### src/rtl/id_operand_stage.sv
// rtl/id_operand_stage.sv - decode-stage operand path: register file, bypass, forwarding, stall, ID/EX register
// Operands resolve combinationally in ID; the ID/EX register inserts bubbles on flush, stall or idle.
module id_operand_stage #(
   parameter int WIDTH     = 32,
   parameter int AW        = 5,
   parameter int NREAD     = 2,
   parameter int NFWD      = 2,
   parameter int TW        = 3,
   parameter int PAYLOAD_W = 64,
   parameter int ZERO_REG  = 1
) (
   input  logic                   clk,
   input  logic                   reset,
   input  logic                   in_valid,
   input  logic [NREAD*AW-1:0]    in_raddr,
   input  logic [NREAD*TW-1:0]    in_tuse,
   input  logic [AW-1:0]          in_waddr,
   input  logic [TW-1:0]          in_tnew,
   input  logic [PAYLOAD_W-1:0]   in_payload,
   input  logic [WIDTH-1:0]       in_pc,
   input  logic                   wb_we,
   input  logic [AW-1:0]          wb_addr,
   input  logic [WIDTH-1:0]       wb_data,
   input  logic [NFWD-1:0]        fwd_valid,
   input  logic [NFWD*AW-1:0]     fwd_addr,
   input  logic [NFWD*TW-1:0]     fwd_tnew,
   input  logic [NFWD*WIDTH-1:0]  fwd_data,
   input  logic                   flush,
   output logic [NREAD*WIDTH-1:0] id_rdata,
   output logic                   stall,
   output logic                   ex_valid,
   output logic [NREAD*AW-1:0]    ex_raddr,
   output logic [NREAD*WIDTH-1:0] ex_rdata,
   output logic [NREAD*TW-1:0]    ex_tuse,
   output logic [AW-1:0]          ex_waddr,
   output logic [TW-1:0]          ex_tnew,
   output logic [PAYLOAD_W-1:0]   ex_payload,
   output logic [WIDTH-1:0]       ex_pc
);
   localparam int DEPTH = 2**AW;

   logic [WIDTH-1:0]       rf_q [DEPTH];
   logic [NREAD*WIDTH-1:0] rdata;
   logic [NREAD-1:0]       pend;
   logic [NREAD-1:0]       hazard;
   logic [TW-1:0]          own_tnew [NREAD];
   logic                   wb_write;

   logic                   ex_valid_q,   ex_valid_d;
   logic [NREAD*AW-1:0]    ex_raddr_q,   ex_raddr_d;
   logic [NREAD*WIDTH-1:0] ex_rdata_q,   ex_rdata_d;
   logic [NREAD*TW-1:0]    ex_tuse_q,    ex_tuse_d;
   logic [AW-1:0]          ex_waddr_q,   ex_waddr_d;
   logic [TW-1:0]          ex_tnew_q,    ex_tnew_d;
   logic [PAYLOAD_W-1:0]   ex_payload_q, ex_payload_d;
   logic [WIDTH-1:0]       ex_pc_q,      ex_pc_d;

   assign wb_write = wb_we && !(ZERO_REG != 0 && wb_addr == '0);

   // Sources are scanned far-to-near so the nearest matching stage overwrites and owns the operand.
   always_comb begin
      rdata  = '0;
      pend   = '0;
      hazard = '0;
      for (int i = 0; i < NREAD; i++) begin
         own_tnew[i] = '0;
         if (wb_we && wb_addr == in_raddr[i*AW +: AW])
            rdata[i*WIDTH +: WIDTH] = wb_data;
         else
            rdata[i*WIDTH +: WIDTH] = rf_q[in_raddr[i*AW +: AW]];
         for (int j = NFWD-1; j >= 0; j--) begin
            if (fwd_valid[j] && fwd_addr[j*AW +: AW] == in_raddr[i*AW +: AW] &&
                fwd_addr[j*AW +: AW] != '0) begin
               own_tnew[i] = fwd_tnew[j*TW +: TW];
               pend[i]     = (fwd_tnew[j*TW +: TW] != '0);
               if (fwd_tnew[j*TW +: TW] == '0)
                  rdata[i*WIDTH +: WIDTH] = fwd_data[j*WIDTH +: WIDTH];
            end
         end
         if (ZERO_REG != 0 && in_raddr[i*AW +: AW] == '0) begin
            rdata[i*WIDTH +: WIDTH] = '0;
            pend[i]                 = 1'b0;
         end
         hazard[i] = pend[i] && (in_tuse[i*TW +: TW] != '1) &&
                     (own_tnew[i] > in_tuse[i*TW +: TW]);
      end
   end

   assign id_rdata = rdata;
   assign stall    = in_valid && (|hazard);

   always_comb begin
      ex_valid_d   = 1'b0;
      ex_raddr_d   = '0;
      ex_rdata_d   = '0;
      ex_tuse_d    = '1;
      ex_waddr_d   = '0;
      ex_tnew_d    = '0;
      ex_payload_d = '0;
      ex_pc_d      = '0;
      if (!flush && !stall && in_valid) begin
         ex_valid_d   = 1'b1;
         ex_raddr_d   = in_raddr;
         ex_rdata_d   = rdata;
         ex_tuse_d    = in_tuse;
         ex_waddr_d   = in_waddr;
         ex_tnew_d    = in_tnew;
         ex_payload_d = in_payload;
         ex_pc_d      = in_pc;
      end
   end

   always_ff @(posedge clk or negedge reset) begin
      if (!reset) begin
         for (int k = 0; k < DEPTH; k++) rf_q[k] <= '0;
         ex_valid_q   <= 1'b0;
         ex_raddr_q   <= '0;
         ex_rdata_q   <= '0;
         ex_tuse_q    <= '1;
         ex_waddr_q   <= '0;
         ex_tnew_q    <= '0;
         ex_payload_q <= '0;
         ex_pc_q      <= '0;
      end else begin
         if (wb_write) rf_q[wb_addr] <= wb_data;
         ex_valid_q   <= ex_valid_d;
         ex_raddr_q   <= ex_raddr_d;
         ex_rdata_q   <= ex_rdata_d;
         ex_tuse_q    <= ex_tuse_d;
         ex_waddr_q   <= ex_waddr_d;
         ex_tnew_q    <= ex_tnew_d;
         ex_payload_q <= ex_payload_d;
         ex_pc_q      <= ex_pc_d;
      end
   end

   assign ex_valid   = ex_valid_q;
   assign ex_raddr   = ex_raddr_q;
   assign ex_rdata   = ex_rdata_q;
   assign ex_tuse    = ex_tuse_q;
   assign ex_waddr   = ex_waddr_q;
   assign ex_tnew    = ex_tnew_q;
   assign ex_payload = ex_payload_q;
   assign ex_pc      = ex_pc_q;
endmodule

### config.mk
export PLATFORM = sky130hd
export DESIGN_NAME = id_operand_stage
export DESIGN_NICKNAME = d
export VERILOG_FILES = /design/src/rtl/id_operand_stage.sv
export SDC_FILE = /design/constraint.sdc
export NUM_CORES = 2
export LEC_CHECK = 0
export BUFFER_PORTS_ARGS = -buffer_cell sky130_fd_sc_hd__buf_4
export CELL_PAD_IN_SITES_DETAIL_PLACEMENT = 1
export CELL_PAD_IN_SITES_GLOBAL_PLACEMENT = 1
export CORE_UTILIZATION = 45
export DETAILED_ROUTE_END_ITERATION = 6
export PLACE_DENSITY = 0.73
export SKIP_CTS_REPAIR_TIMING = 1
export SLEW_MARGIN = 5
export SYNTH_ARGS = -nofsm -noshare
export SYNTH_HDL_FRONTEND = slang
export SYNTH_SLANG_ARGS = --single-unit
### constraint.sdc
create_clock -name clk -period 3.3 [get_ports clk]
set_input_delay 0.66 -clock clk [delete_from_list [all_inputs] [get_ports clk]]
set_output_delay 0.66 -clock clk [all_outputs]
set_load 0.05 [all_outputs]
After elaboration in Yosys (flattened, before gate mapping)
Index checks and enable logic that the tools add are counted.
{"block": "word_totals", "ff_bits": 1209, "n_memories": 0, "latchBits": 0, "input_bits": 244, "out_inout_bits": 250, "elab_cells": 128, "romBits": 0, "mem_bits_rw": 0}
{"block": "classes", "mul": 0, "order_cmp": 6, "n_bitwise": 3, "div_mod_pow": 0, "n_eq_ne": 8, "n_reduce_logical": 32, "muxes": 39, "n_shift": 0, "add_sub_neg": 0}
{"op": "$bwmux W1024", "count": 1}
{"op": "$mux W32", "count": 18}
{"op": "$bmux W32 S5", "count": 2}
{"op": "$demux W32 S5", "count": 1}
{"op": "$mux W64", "count": 2}
{"op": "$eq A5 B5 Y1", "count": 6}
{"op": "$logic_and A1 B1 Y1", "count": 19}
{"op": "$ge A6 B6 Y1 const B", "count": 3}
{"op": "$not A5 Y6", "count": 3}
{"op": "$logic_not A5 Y1", "count": 3}
{"op": "$mux W3", "count": 5}
{"op": "$mux W10", "count": 1}
{"op": "$reduce_bool A5 Y1", "count": 2}
{"op": "$mux W1", "count": 7}
{"op": "$gt A3 B3 Y1", "count": 2}
{"op": "$logic_not A3 Y1", "count": 2}
{"op": "$lt A6 B1 Y1 const B", "count": 1}
{"op": "$mux W6", "count": 1}
{"op": "$ne A3 B3 Y1 const B", "count": 2}
{"op": "$reduce_bool A3 Y1", "count": 2}
{"op": "$mux W5", "count": 1}
{"op": "$logic_not A1 Y1", "count": 3}
{"op": "$reduce_or A2 Y1", "count": 1}

Logic depth before layout (Yosys ltp)
{"block": "depth", "depth_word": 14, "ltp_mapped": 16, "ltp_nobuf": 13}

Worst setup path before layout
OpenSTA, ideal clock, no wires.
{"block": "synth_timing", "path_kind": "input to output", "start": "in fwd_addr[0]", "end": "out stall", "path_stages": 9, "n_path_buf": 0, "t_arrival_ns": 3.861, "t_required_ns": 2.640, "setup_slack_ns": -1.221, "path_cell_list": "or4_1 o211a_1 and2_4 nor3_1 a22o_1 ha_1 a311oi_1 o2111ai_2 a21boi_0"}
{"block": "synth_via", "elab_chain_cells": 9, "word_cells_on_any_way": 21, "classes_between": "2 x order compare; 2 x eq/ne; 6 x mux; 11 x reduce/logical"}
{"item": "start: declaration", "line_no": "25", "rtl": "input logic [NFWD*AW-1:0] fwd_addr,"}
{"item": "branches (longest 7 deep; another with $gt A3 B3 Y1)"}
{"item": "$reduce_or A2 Y1 (*)", "line_no": "90", "rtl": "assign stall = in_valid && (|hazard);"}
{"item": "$logic_and A1 B1 Y1 (*)", "line_no": "90"}
{"item": "end: declaration", "line_no": "30", "rtl": "output logic stall,"}
Mark *: on every way between the ends.

Worst setup path in the final report
Ends and elaborated chain as after synthesis.

==> run metrics <==
Overall Global Routing Usage 0.379; maximum frequency from static timing analysis 257 MHz; chip width 377 um; Synth Register Bits 1209; number of antenna violations at the first check in global routing 50; failing checks negative setup slack; wire length of the first global-routing pass 388 mm; mean routed wirelength per cell 38.3 um; H-tree depth 4; Post-Route WL 301 mm; detailed-route vias per instance 6.82; normalized max-slew margin 0.330; largest family of logic cells by synthesized area multiplexers; number of buffers inserted during clock tree synthesis 137; adder and majority cell fraction of the synthesized area 0.00118; first-iteration detailed-routing DRC count 6100; Placed Cells 7391; result of the run complete, but fails checks; post-placement worst setup slack -0.916 ns; Hold Path Class in -> reg; number of antenna-violating nets in the routed design 0; mean instance size in the synthesized netlist 13.3 um^2; number of nets in the layout 6092; Die Ht 377 um; starting utilization of the core area 0.454; kind of start point of the critical path primary input; Static Leakage 0.0386 uW; final setup skew 0.0263 ns; sort of element at the end of the critical path output pin; ratio of cells with drive above 1 in the final layout 0.570; total of endpoints with negative setup slack in the final report 66; maximum root-to-sink buffer count 3; YS warnings 0; Clock Tree Root sky130_fd_sc_hd__clkbuf_16; Final TNS setup -27.77 ns; hpwl dp 185 mm; Unique masters post-synth 70; worst slew pin tran 1.00 ns; cell type with the largest total area after synthesis sky130_fd_sc_hd__dfrtp_1; cells taking the most area after synthesis sky130_fd_sc_hd__dfrtp_1, sky130_fd_sc_hd__mux2_2, sky130_fd_sc_hd__mux4_2, sky130_fd_sc_hd__mux2i_1, sky130_fd_sc_hd__clkbuf_1; cell depth of the worst hold path 2; setup repair after global routing missed its margin yes; count of filler cells inserted in the layout 13100; ports placed on the boundary 494; area share of and/or/nand/nor cells after synthesis 0.0633; Residual DRC 0; post-synthesis cell area 63400 um^2; share of the yosys chip area belonging to registers 0.477; maximum vdd drop 630 uV; post-route cell area 85400 um^2; CORE AREA 140000 um^2; fraction of post-synthesis cell area in the top cell type by area 0.475; Area growth, synth to finish 34.7%; number of global-route vias before repair 53100; Crit path required time 2.64 ns; length in cells of the worst reg-to-reg path 10; Power Density 569 nW/um^2; number of instances in the synthesized netlist 4775; compound-cell area share of the yosys netlist 0.0654; Worst EP arrival 3.23 ns; syn_nets 5025; number of placement rows 137; biggest fanout along the worst timing path 4; share of cell area taken by muxes after synthesis 0.352; number of synthesized flops with an enable pin 0; clock slew at reported path FFs 0.06 ns; final worst path period share 1.18; worst-case setup margin in the final layout -0.595 ns; Final Critical Period 3.89 ns; Pins Over Slew Limit 0; final weighted congestion in routability-driven placement 0.956; most instantiated flip-flop cell in the synthesis netlist sky130_fd_sc_hd__dfrtp_1; non-filler instance count after layout 7862; final number of hold-violating endpoints 0; DIE AREA 142000 um^2; critical setup path kind in -> out; XOR/XNOR Fraction of Synth Area 0.00414; Remaining Overflow, GRT 0; max-cap viol count 0; clock network latency to the later pin of the worst-skew pair 0.81 ns; largest net degree at the start of global routing 120; DRT Pass-1 Iters 5; Port Buf Inserts 493; total number of clock tree sinks 1209; async set or reset register ratio after synthesis 1.00; total number of vias 53600; TritonCTS clock tree done; Placed Instance Area 76000 um^2
[critical path, cell delays in order]
cell,delay (ns)
sky130_fd_sc_hd__buf_6,0.09
sky130_fd_sc_hd__or4_4,0.54
sky130_fd_sc_hd__buf_6,0.14
sky130_fd_sc_hd__o21ai_4,0.15
sky130_fd_sc_hd__nor3_4,0.07
sky130_fd_sc_hd__buf_4,0.15
sky130_fd_sc_hd__a22o_1,0.23
sky130_fd_sc_hd__ha_1,0.31
sky130_fd_sc_hd__a311oi_2,0.29
sky130_fd_sc_hd__o2111ai_2,0.23
sky130_fd_sc_hd__a21boi_4,0.18
sky130_fd_sc_hd__buf_6,0.17
[logic make-up (layout without fill, tap and decap cells)]
kind of cell             count (synthesis)  after routing
other                                    0             37
XOR/XNOR                                30             30
AND/OR/NAND/NOR                        707            709
flip-flops                            1209           1209
adder cells (fa/ha/maj)                  6              6
AO/OA/AOI/OAI                          558            558
buffers and inverters                  529           1701
multiplexers                          1736           1736
[metal layers]
| metal | GRT usage | wire (um) |
|---|---|---|
| met1 | 0.464 | 105000 |
| met2 | 0.585 | 135000 |
| met3 | 0.106 | 32000 |
| met4 | 0.250 | 28400 |
| met5 | 0 | 40 |
[cell usage after synthesis, drive strengths merged (7+ instances only)]
cell type  count
dfrtp       1203
mux2         997
mux2i        444
clkbuf       310
mux4         295
buf          212
nor2         160
o22ai        159
nor3         134
and2         128
a22oi        106
a221oi        70
nand4         67
nand2         58
nand3         55
o21ai         48
o211ai        34
o221ai        30
xnor2         30
nor4          23
a211oi        20
o2111ai       16
a311o         15
a22o          14
a2111oi       11
a211o         11
nor3b         10
nor2b          8
and3           7
inv            7
nand4b         7
nand4bb        7
or4            7
[area by class of cell]
type | count | area [um^2] | area share
Multi-Input combinational cell | 3039 | 33500 | 0.393
Antenna cell | 37 | 92.6 | 0.00108
Clock buffer | 193 | 3980 | 0.0466
Clock inverter | 53 | 629 | 0.00737
Inverter | 7 | 28.8 | 0.000337
Timing Repair Buffer | 1448 | 14500 | 0.170
Sequential cell | 1209 | 30300 | 0.354
Tap cell | 1876 | 2350 | 0.0275
[through the flow]
| stage | utilization | power (uW) | hold WS [ns] |
|---|---|---|---|
| after floorplan | - | 25700 | 0.364 |
| after global placement | 0.544 | 30100 | 0.377 |
| after detailed placement | 0.544 | 30700 | 0.384 |
| after CTS | 0.577 | 46700 | -0.266 |
| after global routing | 0.611 | 49800 | 0.0527 |
| final | 0.611 | 48600 | 0.0596 |
[cells in the final DEF (no fill, tap or decap), types with 11 or more instances in the layout]
cell type,instances
sky130_fd_sc_hd__a22oi_1,57
sky130_fd_sc_hd__a22oi_2,49
sky130_fd_sc_hd__nand2_2,15
sky130_fd_sc_hd__mux2i_1,429
sky130_fd_sc_hd__bufinv_16,12
sky130_fd_sc_hd__nand4_1,67
sky130_fd_sc_hd__o22ai_1,141
sky130_fd_sc_hd__and2_1,126
sky130_fd_sc_hd__dfrtp_1,1203
sky130_fd_sc_hd__a211o_1,11
sky130_fd_sc_hd__nand2_1,42
sky130_fd_sc_hd__a221oi_2,31
sky130_fd_sc_hd__nor3_1,74
sky130_fd_sc_hd__buf_16,15
sky130_fd_sc_hd__clkbuf_1,28
sky130_fd_sc_hd__nor3_2,52
sky130_fd_sc_hd__o22ai_2,15
sky130_fd_sc_hd__nor2_1,79
sky130_fd_sc_hd__diode_2,37
sky130_fd_sc_hd__clkbuf_8,23
sky130_fd_sc_hd__o21ai_0,36
sky130_fd_sc_hd__mux2_2,997
sky130_fd_sc_hd__buf_4,1086
sky130_fd_sc_hd__buf_6,96
sky130_fd_sc_hd__xnor2_1,21
sky130_fd_sc_hd__a22o_1,12
sky130_fd_sc_hd__buf_12,185
sky130_fd_sc_hd__clkinv_2,25
sky130_fd_sc_hd__o211ai_1,33
sky130_fd_sc_hd__o221ai_2,17
sky130_fd_sc_hd__nand3_1,43
sky130_fd_sc_hd__clkbuf_16,159
sky130_fd_sc_hd__a221oi_1,33
sky130_fd_sc_hd__mux4_2,295
sky130_fd_sc_hd__nor2_4,78
sky130_fd_sc_hd__buf_8,46
[sequential cells by signal, indices dropped and copies added, names as in the netlist]
signal / count
ex_tnew: 3
ex_valid: 1
ex_payload: 64
ex_raddr: 10
ex_tuse: 6
ex_waddr: 5
rf_q: 1024
ex_pc: 32
ex_rdata: 64
[power breakdown]
group | leakage, uW | switching, uW | internal (uW)
sequential | 0.0156 | 2230 | 17300
clock | 0.00228 | 6740 | 9360
combinational | 0.0207 | 6490 | 6410
[worst paths after layout]
| kind | start | end | slack [ns] |
|---|---|---|---|
| worst max-delay path | fwd_addr[0] | stall | -0.59 |
| min in group asynchronous | reset | rf_q[550] | 0.36 |
| worst min register to register | rf_q[1006] | rf_q[1006] | 0.40 |
| worst max register to register | rf_q[7] | ex_rdata[7] | 0.74 |
| max in group asynchronous | reset | ex_pc[20] | 1.77 |
| worst min-delay path | in_waddr[2] | ex_waddr[2] | 0.06 |
Power figures use the tool's default switching activity.
